[config.mk]
export PLATFORM = sky130hd
export DESIGN_NAME = solve_arbiter_flat
export DESIGN_NICKNAME = d
export VERILOG_FILES = /design/src/rtl/solve_arbiter_if.sv /design/src/rtl/solve_arbiter.sv /design/src/flat_wrapper.sv
export SDC_FILE = /design/constraint.sdc
export NUM_CORES = 1
export LEC_CHECK = 0
export ABC_AREA = 1
export BUFFER_PORTS_ARGS = -buffer_cell sky130_fd_sc_hd__buf_2
export CORE_UTILIZATION = 40
export DETAILED_ROUTE_END_ITERATION = 8
export GPL_TIMING_DRIVEN = 0
export PLACE_DENSITY = 0.72
export SLEW_MARGIN = 20
export SYNTH_ARGS = -nofsm -noshare
export SYNTH_HDL_FRONTEND = slang
export SYNTH_SLANG_ARGS = --single-unit
[constraint.sdc]
create_clock -name clock -period 1.75 [get_ports clock]
set_input_delay 0.2625 -clock clock [delete_from_list [all_inputs] [get_ports clock]]
set_output_delay 0.2625 -clock clock [all_outputs]
set_load 0.02 [all_outputs]
[src/rtl/solve_arbiter_if.sv]
// Bundles the four-requester bus and the solve datapath handshake shared by the arbiter.
// The slave modport is the arbiter; master is the requester/datapath environment around it.
interface solve_arbiter_if;
  logic [3:0]         req;
  logic [31:0]        x_in;
  logic [63:0]        a_in;
  logic [63:0]        b_in;
  logic [63:0]        c_in;
  logic [3:0]         ack;
  logic [3:0]         done;
  logic [3:0]         err;
  logic signed [15:0] y_out;
  logic               busy;
  logic signed [7:0]  solve_x;
  logic signed [15:0] solve_a;
  logic signed [15:0] solve_b;
  logic signed [15:0] solve_c;
  logic               solve_enable;
  logic signed [15:0] solve_y;
  logic               solve_ready;
  logic               solve_valid;

  modport master (
    output req, x_in, a_in, b_in, c_in, solve_y, solve_ready, solve_valid,
    input  ack, done, err, y_out, busy,
           solve_x, solve_a, solve_b, solve_c, solve_enable
  );

  modport slave (
    input  req, x_in, a_in, b_in, c_in, solve_y, solve_ready, solve_valid,
    output ack, done, err, y_out, busy,
           solve_x, solve_a, solve_b, solve_c, solve_enable
  );
endinterface

[src/rtl/solve_arbiter.sv]
// Round-robin arbiter that hands one of four requesters' operands to a shared solve datapath
// and returns its result (or a timeout error) to that requester as one-cycle pulses.
module solve_arbiter #(
  parameter int TIMEOUT_CYCLES = 64,
  parameter int ENABLE_CYCLES  = 1
) (
  input logic            clock,
  input logic            reset,
  solve_arbiter_if.slave bus
);

  localparam int TW = (TIMEOUT_CYCLES > 1) ? $clog2(TIMEOUT_CYCLES) : 1;
  localparam int EW = (ENABLE_CYCLES > 1) ? $clog2(ENABLE_CYCLES) : 1;
  localparam logic [TW-1:0] TMO_LAST = TW'(TIMEOUT_CYCLES - 1);
  localparam logic [EW-1:0] EN_LAST  = EW'(ENABLE_CYCLES - 1);

  typedef enum logic [1:0] {
    IDLE       = 2'd0,
    ISSUE      = 2'd1,
    WAIT_VALID = 2'd2,
    WAIT_READY = 2'd3
  } state_t;

  state_t             state;
  logic [1:0]         last_grant;
  logic [1:0]         cur;
  logic [1:0]         grant;
  logic               found;
  logic [TW-1:0]      tmo_cnt;
  logic [EW-1:0]      en_cnt;
  logic [3:0]         ack_r;
  logic [3:0]         done_r;
  logic [3:0]         err_r;
  logic signed [15:0] y_r;
  logic               busy_r;
  logic               en_r;
  logic signed [7:0]  sx;
  logic signed [15:0] sa;
  logic signed [15:0] sb;
  logic signed [15:0] sc;

  // Search starts one past the previous winner; the 2-bit add wraps modulo 4.
  always_comb begin
    logic [1:0] idx;
    grant = last_grant;
    found = 1'b0;
    idx   = '0;
    for (int k = 1; k <= 4; k++) begin
      idx = last_grant + 2'(k);
      if (!found && bus.req[idx]) begin
        grant = idx;
        found = 1'b1;
      end
    end
  end

  always_ff @(posedge clock or negedge reset) begin
    if (!reset) begin
      state      <= IDLE;
      last_grant <= 2'd3;
      cur        <= '0;
      tmo_cnt    <= '0;
      en_cnt     <= '0;
      ack_r      <= '0;
      done_r     <= '0;
      err_r      <= '0;
      y_r        <= '0;
      busy_r     <= 1'b0;
      en_r       <= 1'b0;
      sx         <= '0;
      sa         <= '0;
      sb         <= '0;
      sc         <= '0;
    end else begin
      ack_r  <= '0;
      done_r <= '0;
      err_r  <= '0;
      case (state)
        IDLE: begin
          if (found && bus.solve_ready) begin
            sx         <= bus.x_in[8*grant +: 8];
            sa         <= bus.a_in[16*grant +: 16];
            sb         <= bus.b_in[16*grant +: 16];
            sc         <= bus.c_in[16*grant +: 16];
            cur        <= grant;
            last_grant <= grant;
            ack_r      <= 4'b0001 << grant;
            en_r       <= 1'b1;
            en_cnt     <= EN_LAST;
            busy_r     <= 1'b1;
            state      <= ISSUE;
          end
        end
        ISSUE: begin
          if (en_cnt == '0) begin
            en_r    <= 1'b0;
            tmo_cnt <= '0;
            state   <= WAIT_VALID;
          end else begin
            en_cnt <= en_cnt - EW'(1);
          end
        end
        WAIT_VALID: begin
          if (bus.solve_valid) begin
            y_r    <= bus.solve_y;
            done_r <= 4'b0001 << cur;
            state  <= WAIT_READY;
          end else if (tmo_cnt == TMO_LAST) begin
            err_r <= 4'b0001 << cur;
            state <= WAIT_READY;
          end else begin
            tmo_cnt <= tmo_cnt + TW'(1);
          end
        end
        WAIT_READY: begin
          // Operands stay on solve_x/a/b/c until the datapath is idle again.
          if (bus.solve_ready && !bus.solve_valid) begin
            busy_r <= 1'b0;
            state  <= IDLE;
          end
        end
        default: begin
          busy_r <= 1'b0;
          en_r   <= 1'b0;
          state  <= IDLE;
        end
      endcase
    end
  end

  assign bus.ack          = ack_r;
  assign bus.done         = done_r;
  assign bus.err          = err_r;
  assign bus.y_out        = y_r;
  assign bus.busy         = busy_r;
  assign bus.solve_enable = en_r;
  assign bus.solve_x      = sx;
  assign bus.solve_a      = sa;
  assign bus.solve_b      = sb;
  assign bus.solve_c      = sc;

endmodule

[src/flat_wrapper.sv]
// flat-port wrapper written by rule: the top's interface ports become plain ports
module solve_arbiter_flat 
#(
  parameter int TIMEOUT_CYCLES = 64,
  parameter int ENABLE_CYCLES  = 1
)
  (clock, reset, bus_req, bus_x_in, bus_a_in, bus_b_in, bus_c_in, bus_solve_y, bus_solve_ready, bus_solve_valid, bus_ack, bus_done, bus_err, bus_y_out, bus_busy, bus_solve_x, bus_solve_a, bus_solve_b, bus_solve_c, bus_solve_enable);
  solve_arbiter_if bus_i ();
  input logic clock;
  input logic reset;
  input wire logic [$bits(bus_i.req)-1:0] bus_req;
  input wire logic [$bits(bus_i.x_in)-1:0] bus_x_in;
  input wire logic [$bits(bus_i.a_in)-1:0] bus_a_in;
  input wire logic [$bits(bus_i.b_in)-1:0] bus_b_in;
  input wire logic [$bits(bus_i.c_in)-1:0] bus_c_in;
  input wire logic [$bits(bus_i.solve_y)-1:0] bus_solve_y;
  input wire logic [$bits(bus_i.solve_ready)-1:0] bus_solve_ready;
  input wire logic [$bits(bus_i.solve_valid)-1:0] bus_solve_valid;
  output wire logic [$bits(bus_i.ack)-1:0] bus_ack;
  output wire logic [$bits(bus_i.done)-1:0] bus_done;
  output wire logic [$bits(bus_i.err)-1:0] bus_err;
  output wire logic [$bits(bus_i.y_out)-1:0] bus_y_out;
  output wire logic [$bits(bus_i.busy)-1:0] bus_busy;
  output wire logic [$bits(bus_i.solve_x)-1:0] bus_solve_x;
  output wire logic [$bits(bus_i.solve_a)-1:0] bus_solve_a;
  output wire logic [$bits(bus_i.solve_b)-1:0] bus_solve_b;
  output wire logic [$bits(bus_i.solve_c)-1:0] bus_solve_c;
  output wire logic [$bits(bus_i.solve_enable)-1:0] bus_solve_enable;
  assign bus_i.req = bus_req;
  assign bus_i.x_in = bus_x_in;
  assign bus_i.a_in = bus_a_in;
  assign bus_i.b_in = bus_b_in;
  assign bus_i.c_in = bus_c_in;
  assign bus_i.solve_y = bus_solve_y;
  assign bus_i.solve_ready = bus_solve_ready;
  assign bus_i.solve_valid = bus_solve_valid;
  assign bus_ack = bus_i.ack;
  assign bus_done = bus_i.done;
  assign bus_err = bus_i.err;
  assign bus_y_out = bus_i.y_out;
  assign bus_busy = bus_i.busy;
  assign bus_solve_x = bus_i.solve_x;
  assign bus_solve_a = bus_i.solve_a;
  assign bus_solve_b = bus_i.solve_b;
  assign bus_solve_c = bus_i.solve_c;
  assign bus_solve_enable = bus_i.solve_enable;
  solve_arbiter #(.TIMEOUT_CYCLES(TIMEOUT_CYCLES), .ENABLE_CYCLES(ENABLE_CYCLES)) u_core (.clock(clock), .reset(reset), .bus(bus_i));
endmodule
Word level (Yosys, flattened, before mapping) --
Index checks and enable logic that the tools add are counted.
Word-level totals: bits in registers 99, input bits 248, output and inout port bits 86
Operators by class: $add $sub $neg 5, order comparisons 4, equal/unequal tests 10, shifts and indexed selects 6, muxes and demuxes 41, reduce and logical (&&, ||, !) cells 20
Operator list (number):
- 64-bit by 7-bit indexed part select with 16-bit output | 3
- 32-bit by 6-bit indexed part select with 8-bit output | 1
- 4-bit two-way mux | 7
- 2-bit two-way mux | 9
- 6-bit two-way mux | 3
- 1-bit two-way mux | 13
- 2-bit by 3-bit < comparator with 1-bit output (second input constant) | 4
- 6-bit one-hot mux with 2 select lines | 1
- 1-bit binary-select mux with 2-bit select | 4
- 2-bit one-hot mux with 4 select lines | 1
- 4-bit AND reduction | 2
- 1-bit by 2-bit << shifter with 4-bit output (first input constant) | 2
- 6-bit by 1-bit adder with 6-bit output (second input constant) | 1
- 6-bit == test (second input constant) | 1
- 2-bit != test (second input constant) | 3
- 1-bit one-hot mux with 2 select lines | 3
- 2-bit AND reduction | 3
- 3-bit AND reduction | 2
- 2-bit nonzero test | 3
- 1-bit logical AND | 5
- 2-bit adder (second input constant) | 2
- 2-bit == test (second input constant) | 2
- 1-bit zero test | 4
- 2-bit by 1-bit != test with 1-bit output (second input constant) | 2
- other kinds (5) | 5

Logic depth before layout (Yosys ltp) --
Gate-level depths: netlist of run 1.
depth in word-level cells 16, gate-level depth with buffers 16

Least setup slack after synthesis of run 1 --
OpenSTA, ideal clock, no wires.
path type register to register, start point reg u_core.last_grant[0], end point reg u_core.sa[10] (netlist: u_core.bus.solve_a[10]), library setup time 0.118 ns, arrival time 1.767 ns, required time 1.632 ns, path slack -0.135 ns, cell stages (with the launch flop) 17, path buffers 3, period minus slack after synthesis 1.885 ns, path through dfstp_2 -> buf_6 -> inv_6 -> nand2_1 -> nand2_2 -> nand2_1 -> nand2_2 -> inv_4 -> nand2_4 -> nand2_2 -> buf_4 -> buf_2 -> nand3_1 -> nand2_1 -> nand2_1 -> nand3_1 -> nand2_1
On the way: cells in the longest elaborated chain, start to end 15, elaborated cells on any way between the ends 28, classes of those cells add/sub (3); shift (1); mux (16); reduce/logical (8)
RTL lines:
- start, declared | RTL line solve_arbiter.sv:25 | logic [1:0] last_grant;
- start signal, assigned | RTL line solve_arbiter.sv:86 | last_grant <= grant;
- parallel branches: the longest is 15 deep, another holds 2-bit by 1-bit adder with 2-bit output
- end signal, assigned | RTL line solve_arbiter.sv:82 | sa <= bus.a_in[16*grant +: 16];
- end, declared | RTL line solve_arbiter.sv:38 | logic signed [15:0] sa;
Parallel ways; which one is timed is not known. The select of a mux whose other input is x is not followed. A chain may end at the register's enable or synchronous reset.

Worst setup path in the final report of run 1 --
start point reg u_core.last_grant[1], end point reg u_core.sa[4] (netlist: u_core.bus.solve_a[4])
The elaborated chain is that of the path after synthesis.

==> impl_metrics.ini, run 1 <==
[die]
io_pins = 334
initial_core_util_pct = 40.94
coreArea_sq_mm = 0.01589
die_h_um = 129.5
dieArea_sq_mm = 0.01677
dieWidth_um = 129.5
rows = 46

[outcome]
violations = setup timing
status = finished, violations left

[timing]
rsz0062_at_grt = yes
fin_ws_ns = -0.4054
setup_viol = 65
min_period_ns = 2.155
worst_pin_slew_ns = 0.4485
hold_viol = 0
finalCritPeriodShare_pct = 123.2
final_max_slew_viol_count = 0
finalClockSkew_ns = 0.01002
max_freq_mhz = 464.0
slew_headroom_pct = 70.10

[setup_path]
cp.depth = 15
cp-start-kind = register
cp_cell_sequence = inv_2 > nand2_1 > nand2_4 > nand2_4 > nand2_8 > clkinv_8 > nand3_4 > inv_2 > nand2_1 > nand2_4 > buf_12 > clkbuf_16 > nand3_2 > nand3_2 > nand2_1
crit_slowest_cell = dfstp_2
timing.critical_path.buf_inv = 5
cp-end-kind = register
r2r_start = u_core.last_grant[1]
reg2reg_slack_ns = -0.41
reg2reg_depth = 15
cp_top_family = simple AND/OR/NAND/NOR gates
cp.required_ns = 1.98
critPathArrivalTime_ns = 2.39
path_max_fanout = 8
crit_type = reg -> reg
r2r_end = u_core.bus.solve_a[4]
cp_slowest_stage_delay_ns = 0.57

[yosys]
syn_area_sq_mm = 0.006504
synthTopCellsByArea = dfrtp_1 (37%), nand2_1 (22%), nand3_1 (18%)
yosys.area.top_type = dfrtp_1
ys_seq_area_share_pct = 37.75
ys_ff_latch = 98
synthCells = 989
yosys_warnings = 0
yosys.cell_types.count = 29
synth_top_area_share_pct = 36.94
synth_fp_nets = 1242
avgSynthCellArea_sq_um = 6.576

[min_path]
hold_path_class = in -> reg
holdPathEnd = u_core.bus.y_out[15]
hold_start = bus_solve_y[15]
hold-path-cell-count = 2

[detailed_routing]
drtAntennaViolNets = 0
drt_iter0_markers = 512
vias = 7970
drcViolationCount = 0
avgRoutedWirePerCell_um = 15.79
viasPerCell = 4.978
route.final.wire_length_um = 25280
first_pass_iters = 7

[finish]
layout.cells.non_filler = 1601
drive_gt1_share_pct = 42.19
multi_input_area_sq_mm = 0.003827
seq_area_sq_mm = 0.002455
fill_cells = 1406
fin_util_pct = 65.69
areaGrowthSynthToFinish_pct = 60.45
fin_nets = 1631

[clocking]
clk_pin_slew_worst_paths_ns = 0.07
cts_sinks = 98
htreeDepth = 3
ctsLongestPathBuffers = 2
cts_tree = built
clock_latency_ns = 0.35
numCtsBuffers = 9
root_buffer = clkbuf_16

[grt]
grt_pass1_wl_um = 35490
grt_usage_pct = 27.62
grt_max_degree = 54
grt_antenna_before_repair = 3
overflow = 0
grt_pass1_vias = 7243

[power]
intPower_w = 0.01371
vdd_ir_drop_max_v = 0.001611
p_leak_nw = 6.103
p_seq_share_pct = 13.9
power_density_mw_per_mm2 = 2591
switching_share_pct = 49.30
power_switching_w = 0.01333
p_comb_share_pct = 79.1
power_frac_clock_pct = 7.1

[placed_design]
gp_congestion = 0.8597
placed_cells_incl_taps = 1539
io_buffers = 333
detailed_place_hpwl_um = 17430

[job]
cap_violations = 0
[state kept, by name, summed over array words and instances, names as in the netlist]
name,count
u_core.tmo_cnt,6
u_core.bus.ack,4
u_core.bus.solve_x,8
u_core.bus.done,4
u_core.state,2
u_core.bus.err,4
u_core.bus.y_out,16
u_core.bus.solve_enable,1
u_core.bus.busy,1
u_core.cur,2
u_core.last_grant,2
u_core.bus.solve_c,16
u_core.bus.solve_a,16
u_core.bus.solve_b,16
[power by group through the flow]
stage / Clock [W] / Sequential [W] / Combinational [W]
floorplan: 0 / 0.00478 / 0.00942
global placement: 0 / 0.00370 / 0.0145
detailed placement: 0 / 0.00374 / 0.0147
CTS: 0.00194 / 0.00372 / 0.0171
global route: 0.00202 / 0.00384 / 0.0230
finish: 0.00192 / 0.00375 / 0.0214
[routing by layer]
metal,part of all wire (%),track usage (%)
met5,0,0
met3,7.0,4.211
met2,50,49.72
met4,3.6,11.97
met1,39,32.60
[metrics by stage]
step | worst slack [ns] | cell area (sq um) | total power (W) | hold slack [ns] | TNS, ns
after floorplan | -0.07441 | 6659 | 0.01420 | -0.03309 | -3.188
after global placement | -0.6707 | 8596 | 0.01818 | 0.4574 | -90.86
after detailed placement | -0.5193 | 8630 | 0.01842 | 0.2204 | -28.13
after CTS | -0.3214 | 9399 | 0.02277 | 0.1258 | -16.61
after global routing | -0.5053 | 10440 | 0.02891 | 0.1318 | -27.09
final | -0.4054 | 10440 | 0.02704 | 0.1389 | -19.53
[how the worst max path moves through the flow]
stage                              start                endpoint  slack [ns]
CTS                 u_core.last_grant[0]  u_core.bus.solve_a[14]       -0.32
global placement                   reset  u_core.bus.solve_c[14]       -0.67
detailed placement  u_core.last_grant[0]  u_core.bus.solve_a[14]       -0.52
finish              u_core.last_grant[1]   u_core.bus.solve_a[4]       -0.41
global route        u_core.last_grant[1]   u_core.bus.solve_a[4]       -0.51
floorplan           u_core.last_grant[0]  u_core.bus.solve_a[10]       -0.07
[final cells by class]
| type | count | share of cell area [%] |
|---|---|---|
| Clock inverter | 6 | 0.4916 |
| Timing Repair Buffer | 379 | 22.09 |
| Antenna cell | 3 | 0.07194 |
| Inverter | 133 | 5.000 |
| Multi-Input combinational cell | 694 | 36.68 |
| Tap cell | 216 | 2.590 |
| Clock buffer | 9 | 2.158 |
| Sequential cell | 98 | 23.53 |
| Buffer | 63 | 7.398 |
[cells by family after synthesis]
kind of cell               share of synthesized area [%]
AOI/OAI and AO/OA                                  1.597
adders and majority gates                         0.9619
buffers and inverters                              13.64
DFF                                                37.75
muxes                                              2.770
and+or+nand+nor                                    43.29
[cells in the final DEF (no fill, tap or decap), types with 3 or more instances in the layout]
master | synthesis | routed
diode_2 | 0 | 3
clkinvlp_4 | 0 | 3
mux2_2 | 16 | 16
nand2_1 | 385 | 352
nand2_2 | 10 | 18
ha_1 | 5 | 5
clkbuf_16 | 0 | 19
buf_12 | 0 | 11
buf_4 | 22 | 28
inv_1 | 129 | 128
nor2_4 | 0 | 3
nor3_1 | 4 | 4
nand3_4 | 0 | 11
clkbuf_4 | 0 | 5
buf_8 | 0 | 19
buf_2 | 28 | 338
buf_6 | 3 | 21
dfrtp_1 | 96 | 96
nand2_4 | 1 | 17
nand3_1 | 234 | 185
nand2_8 | 0 | 9
clkbuf_2 | 0 | 4
nand3_2 | 3 | 41
a21oi_1 | 4 | 4
o21ai_0 | 9 | 6
nor2_1 | 16 | 12
[worst register-to-register path, cell delays in order, from the launching register on]
cell	delay, ns
dfstp_2	0.57
inv_2	0.11
nand2_1	0.13
nand2_4	0.08
nand2_4	0.10
nand2_8	0.08
clkinv_8	0.08
nand3_4	0.08
inv_2	0.07
nand2_1	0.08
nand2_4	0.12
buf_12	0.16
clkbuf_16	0.16
nand3_2	0.07
nand3_2	0.07
nand2_1	0.07
[cell usage after synthesis, drive strengths merged]
library cell,number
clkbuf,7
ha,5
o21a,1
o211ai,1
nand2,396
nand3,237
nor2,16
a211oi,1
nand3b,1
a2bb2oi,1
nor3b,1
inv,133
dfrtp,96
dfstp,2
buf,57
nor3,4
o21ai,9
mux2,16
o21bai,1
a21oi,4
[timing repair]
action,in CTS,in global routing
endpoints found under the hold margin,44,0
setup endpoints to repair,83,69
hold buffers,1,0
buffers inserted,14,17
cloned,3,10
resized for setup,84,145
pin swaps,7,33
Power figures use the tool's default switching activity.
==> run 2: changes to the inputs <==
- CORE_ASPECT_RATIO: default -> 0.7
==> impl_metrics.ini, run 2 (same netlist as run 1, synthesis figures left out) <==
[outcome]
status = finished, violations left
violations = setup timing

[placed_design]
gp_congestion = 0.8429
placed_cells_incl_taps = 1523
place_area_sq_mm = 0.008610
detailed_place_hpwl_um = 17680
io_buffers = 333

[timing]
worst_pin_slew_ns = 0.3957
tns_ns = -22.87
holdWs_ns = 0.1321
rsz0062_at_grt = yes
final_max_slew_viol_count = 0
max_freq_mhz = 461.2
finalClockSkew_ns = 0.008117
finalCritPeriodShare_pct = 123.9
slew_headroom_pct = 73.62
min_period_ns = 2.168
hold_viol = 0
setup_viol = 65
fin_ws_ns = -0.4181

[die]
initial_core_util_pct = 41.45
coreArea_sq_mm = 0.01569
die_h_um = 108.7
io_pins = 334
rows = 38
dieWidth_um = 154.4
dieArea_sq_mm = 0.01678

[detailed_routing]
wl_met2_um = 12130
drtAntennaViolNets = 0
avgRoutedWirePerCell_um = 16.11
wl_met1_um = 11480
route.final.wire_length_um = 25540
vias = 7909
first_pass_iters = 5
wl_met3_um = 1523
top_layer = met5
viasPerCell = 4.990
drcViolationCount = 0
drt_iter0_markers = 633

[grt]
overflow = 0
grt_pass1_vias = 7268
grt_pass1_wl_um = 36990
grt_antenna_before_repair = 1
grt_max_degree = 61
grt_usage_pct = 28.40

[min_path]
hold-path-cell-count = 2
hold_start = bus_solve_y[14]
holdPathEnd = u_core.bus.y_out[14]
hold_path_class = in -> reg

[clocking]
cts_tree = built
root_buffer = clkbuf_16
htreeDepth = 3
cts_sinks = 98
numCtsBuffers = 9
ctsLongestPathBuffers = 2
clock_latency_ns = 0.35
clk_pin_slew_worst_paths_ns = 0.08

[setup_path]
cp_common_cell = nand2_4
cp.required_ns = 2.03
cp-end-kind = register
r2r_end = u_core.bus.ack[1]
reg2reg_slack_ns = -0.42
critPathArrivalTime_ns = 2.44
cp_cell_sequence = inv_2 > nand2_2 > nand2_4 > nand2_4 > nand2_8 > o21bai_2 > nand2_1 > nand2_2 > nand2_4 > buf_6 > buf_12 > buf_4 > nor2_1
cp_slowest_stage_delay_ns = 0.60
crit_type = reg -> reg
crit_slowest_cell = dfstp_2
reg2reg_depth = 13
cp-start-kind = register
path_max_fanout = 9
r2r_start = u_core.last_grant[1]

[job]
cap_violations = 0

[finish]
layout_commonest_cell = nand2_1
antenna_cells = 0
areaGrowthSynthToFinish_pct = 59.00
final_cell_area_sq_mm = 0.01034
seq_area_sq_mm = 0.002455
layout.cells.non_filler = 1585
drive_gt1_share_pct = 43.90
fin_util_pct = 65.91
multi_input_area_sq_mm = 0.003802
fill_cells = 1429
final_cell_mix = nand2_1 (337), buf_2 (335), nand3_1 (180)
fin_nets = 1633

[power]
p_leak_nw = 6.128
vdd_ir_drop_max_v = 0.001096
power_density_mw_per_mm2 = 2620
[run 2: changes by cell type in the layout (fill, tap and decap cells not counted), moves of 7 or more]
cell	delta
nand2_1	-15
buf_4	+10
nand2_2	+13
nand2_8	-7
nand2_4	+9
buf_6	+7
nand3_2	+10
[run 2: final cells by class]
cell class,count,area share (%)
Buffer,60,6.921
Clock buffer,9,2.178
Clock inverter,7,0.9074
Inverter,133,5.045
Multi-Input combinational cell,694,36.77
Sequential cell,98,23.74
Tap cell,200,2.420
Timing Repair Buffer,384,22.02
[run 2: worst max-delay path by stage]
stage / start / to / slack [ns] / cells after the start
finish: u_core.last_grant[1] / u_core.bus.ack[1] / -0.42 / 13
CTS: u_core.last_grant[0] / u_core.bus.solve_a[13] / -0.33 / 14
global placement: reset / u_core.bus.solve_a[7] / -0.67 / 1
floorplan: u_core.last_grant[0] / u_core.bus.solve_a[10] / -0.07 / 16
detailed placement: u_core.last_grant[0] / u_core.bus.solve_b[1] / -0.60 / 11
global route: u_core.last_grant[1] / u_core.bus.solve_a[3] / -0.51 / 13
[run 2: what timing repair did]
item                                    CTS  global route
resized for setup                       161            88
endpoints found under the hold margin    38             0
pin swaps                                 8            25
endpoints found under the setup margin   83            70
setup buffers                            31             9
cloned                                    3             6
hold buffers                              1             0
[run 2: metal layers]
| layer | track usage [%] | vias up |
|---|---|---|
| li1 | - | 3866 |
| met1 | 38.37 | 3692 |
| met2 | 47.80 | 311 |
| met3 | 5.167 | 38 |
| met4 | 6.082 | 2 |
| met5 | 0 | - |
[run 2: where the power goes]
part           internal, W  switching, W  leakage (nW)  total (W)
Combinational      0.00926        0.0119          4.74     0.0212
Clock              0.00115      0.000998         0.153    0.00215
Sequential         0.00324      0.000533          1.23    0.00377
[run 2: worst max-delay path, delay by kind of cell (launching register included)]
family / cells / cell delay [ns]
AOI/OAI and AO/OA: 1 / 0.18
and+or+nand+nor: 8 / 0.77
DFF: 1 / 0.60
buffers and inverters: 4 / 0.54
[run 2: stage by stage]
step	total power, W	worst slack (ns)
after global placement	0.01819	-0.6693
final	0.02709	-0.4181
after CTS	0.02449	-0.3259
after global routing	0.02889	-0.5053
after detailed placement	0.01842	-0.5985
after floorplan	0.01420	-0.07441
==> run 3: changes to the inputs <==
- PLACE_DENSITY: 0.72 -> 0.69
- SETUP_SLACK_MARGIN: default -> 0.15
- clock period: 1.75 -> 2.08 ns (I/O delays scaled with it)
==> impl_metrics.ini, run 3 (same netlist as run 1, synthesis figures left out) <==
[finish]
drive_gt1_share_pct = 40.32
areaGrowthSynthToFinish_pct = 57.16
fin_nets = 1627
multi_input_area_sq_mm = 0.003636
fin_util_pct = 65.14
layout_commonest_cell = nand2_1
layout.cells.non_filler = 1581
seq_area_sq_mm = 0.002455
final_cell_mix = nand2_1 (355), buf_2 (336), nand3_1 (200)
fill_cells = 1411

[grt]
overflow = 0
grt_pass1_wl_um = 37360
grt_usage_pct = 28.91
grt_pass1_vias = 7442
grt_antenna_before_repair = 2
grt_max_degree = 59

[die]
io_pins = 334
coreArea_sq_mm = 0.01569
die_h_um = 108.7
dieWidth_um = 154.4
initial_core_util_pct = 41.45
dieArea_sq_mm = 0.01678
rows = 38

[timing]
min_period_ns = 2.170
finalClockSkew_ns = 0.01272
hold_viol = 0
final_max_slew_viol_count = 0
max_freq_mhz = 460.8
rsz0062_at_grt = yes
slew_headroom_pct = 61.59
worst_pin_slew_ns = 0.5761
fin_ws_ns = -0.09003
setup_viol = 49
finalCritPeriodShare_pct = 104.3
tns_ns = -2.089

[outcome]
violations = setup timing
status = finished, violations left

[clocking]
numCtsBuffers = 9
clock_latency_ns = 0.37
cts_sinks = 98
root_buffer = clkbuf_16
htreeDepth = 3
clk_pin_slew_worst_paths_ns = 0.09
cts_tree = built
ctsLongestPathBuffers = 2

[power]
fin_total_pwr_w = 0.02255
vdd_ir_drop_max_v = 0.001120
p_leak_nw = 6.054
power_density_mw_per_mm2 = 2206

[detailed_routing]
drtAntennaViolNets = 0
route.final.wire_length_um = 26330
avgRoutedWirePerCell_um = 16.65
drcViolationCount = 0
viasPerCell = 5.049
first_pass_iters = 5
drt_iter0_markers = 558
vias = 7983

[placed_design]
gp_congestion = 0.8562
detailed_place_hpwl_um = 17540
io_buffers = 333
placed_cells_incl_taps = 1523

[setup_path]
crit_type = reg -> reg
cp-end-kind = register
cp-start-kind = register
cp_cell_sequence = buf_8 > nand2_2 > nand2_4 > nand2_4 > nand2_8 > clkinv_8 > nand3_4 > nand3_2 > nand2_4 > buf_12 > buf_6 > buf_6 > nand3_4 > nand3_2 > nand2_1
cp_common_cell = nand2_4
critPathArrivalTime_ns = 2.43
cp_slowest_stage_delay_ns = 0.54
cp_top_family = simple AND/OR/NAND/NOR gates
path_max_fanout = 8
crit_slowest_cell = dfstp_2
timing.critical_path.buf_inv = 5
cp.required_ns = 2.34

[min_path]
hold_path_class = in -> reg

[job]
cap_violations = 0
==> run 3: routing by layer <==
layer	up-vias	GRT usage (%)	share of wire [%]
met5	-	0	0
met4	0	9.335	2.6
met3	56	6.081	7.0
met2	368	49.45	47
met1	3690	36.79	44
li1	3869	-	-
==> run 3: area by class of cell <==
cell class                      instances  area share [%]
Tap cell                              200           2.448
Clock buffer                            9           2.203
Antenna cell                            2         0.04897
Timing Repair Buffer                  374           22.35
Clock inverter                          7          0.7957
Multi-Input combinational cell        694           35.57
Sequential cell                        98           24.02
Buffer                                 64           7.455
Inverter                              133           5.105
==> run 3: worst paths after layout <==
kind	from	to	slack [ns]	cells after the start
max in group asynchronous	reset	u_core.bus.y_out[3]	1.02	3
max	u_core.last_grant[0]	u_core.bus.solve_c[5]	-0.09	15
min in group asynchronous	reset	u_core.bus.solve_c[9]	0.41	2
min	bus_solve_y[6]	u_core.bus.y_out[6]	0.17	2
min reg2reg	u_core.bus.solve_c[1]	u_core.bus.solve_c[1]	0.48	2
max reg2reg	u_core.last_grant[0]	u_core.bus.solve_c[5]	-0.09	15
==> run 3: worst register-to-register path: cells and delay by family (launching register included) <==
family | cells | cell delay [ns]
AND/OR/NAND/NOR | 10 | 0.92
flip-flops | 1 | 0.54
buffers and inverters | 5 | 0.60
==> run 3: stage by stage <==
step                area, sq um  setup WS, ns  hold WS (ns)
floorplan                  6504        0.1951       0.01641
global placement           8421       -0.4336        0.4589
detailed placement         8454       -0.3464        0.2478
CTS                        9468     -0.001350        0.1692
global route              10220       -0.2125        0.1687
finish                    10220      -0.09003        0.1691
==> run 3: timing repair <==
action	4_1_cts	5_1_grt
cloned	4	12
buffers inserted	16	7
hold buffers	1	0
gates resized for setup	138	98
endpoints found under the setup margin	64	78
pin swaps	15	17
endpoints found under the hold margin	38	0
==> run 3: where the power goes <==
group	total (W)	leakage, nW	switching (W)	internal [W]
sequential	0.00315	1.23	0.000422	0.00272
clock	0.00176	0.150	0.000905	0.000860
combinational	0.0176	4.67	0.00998	0.00765
total	0.0225	6.05	0.0113	0.0112
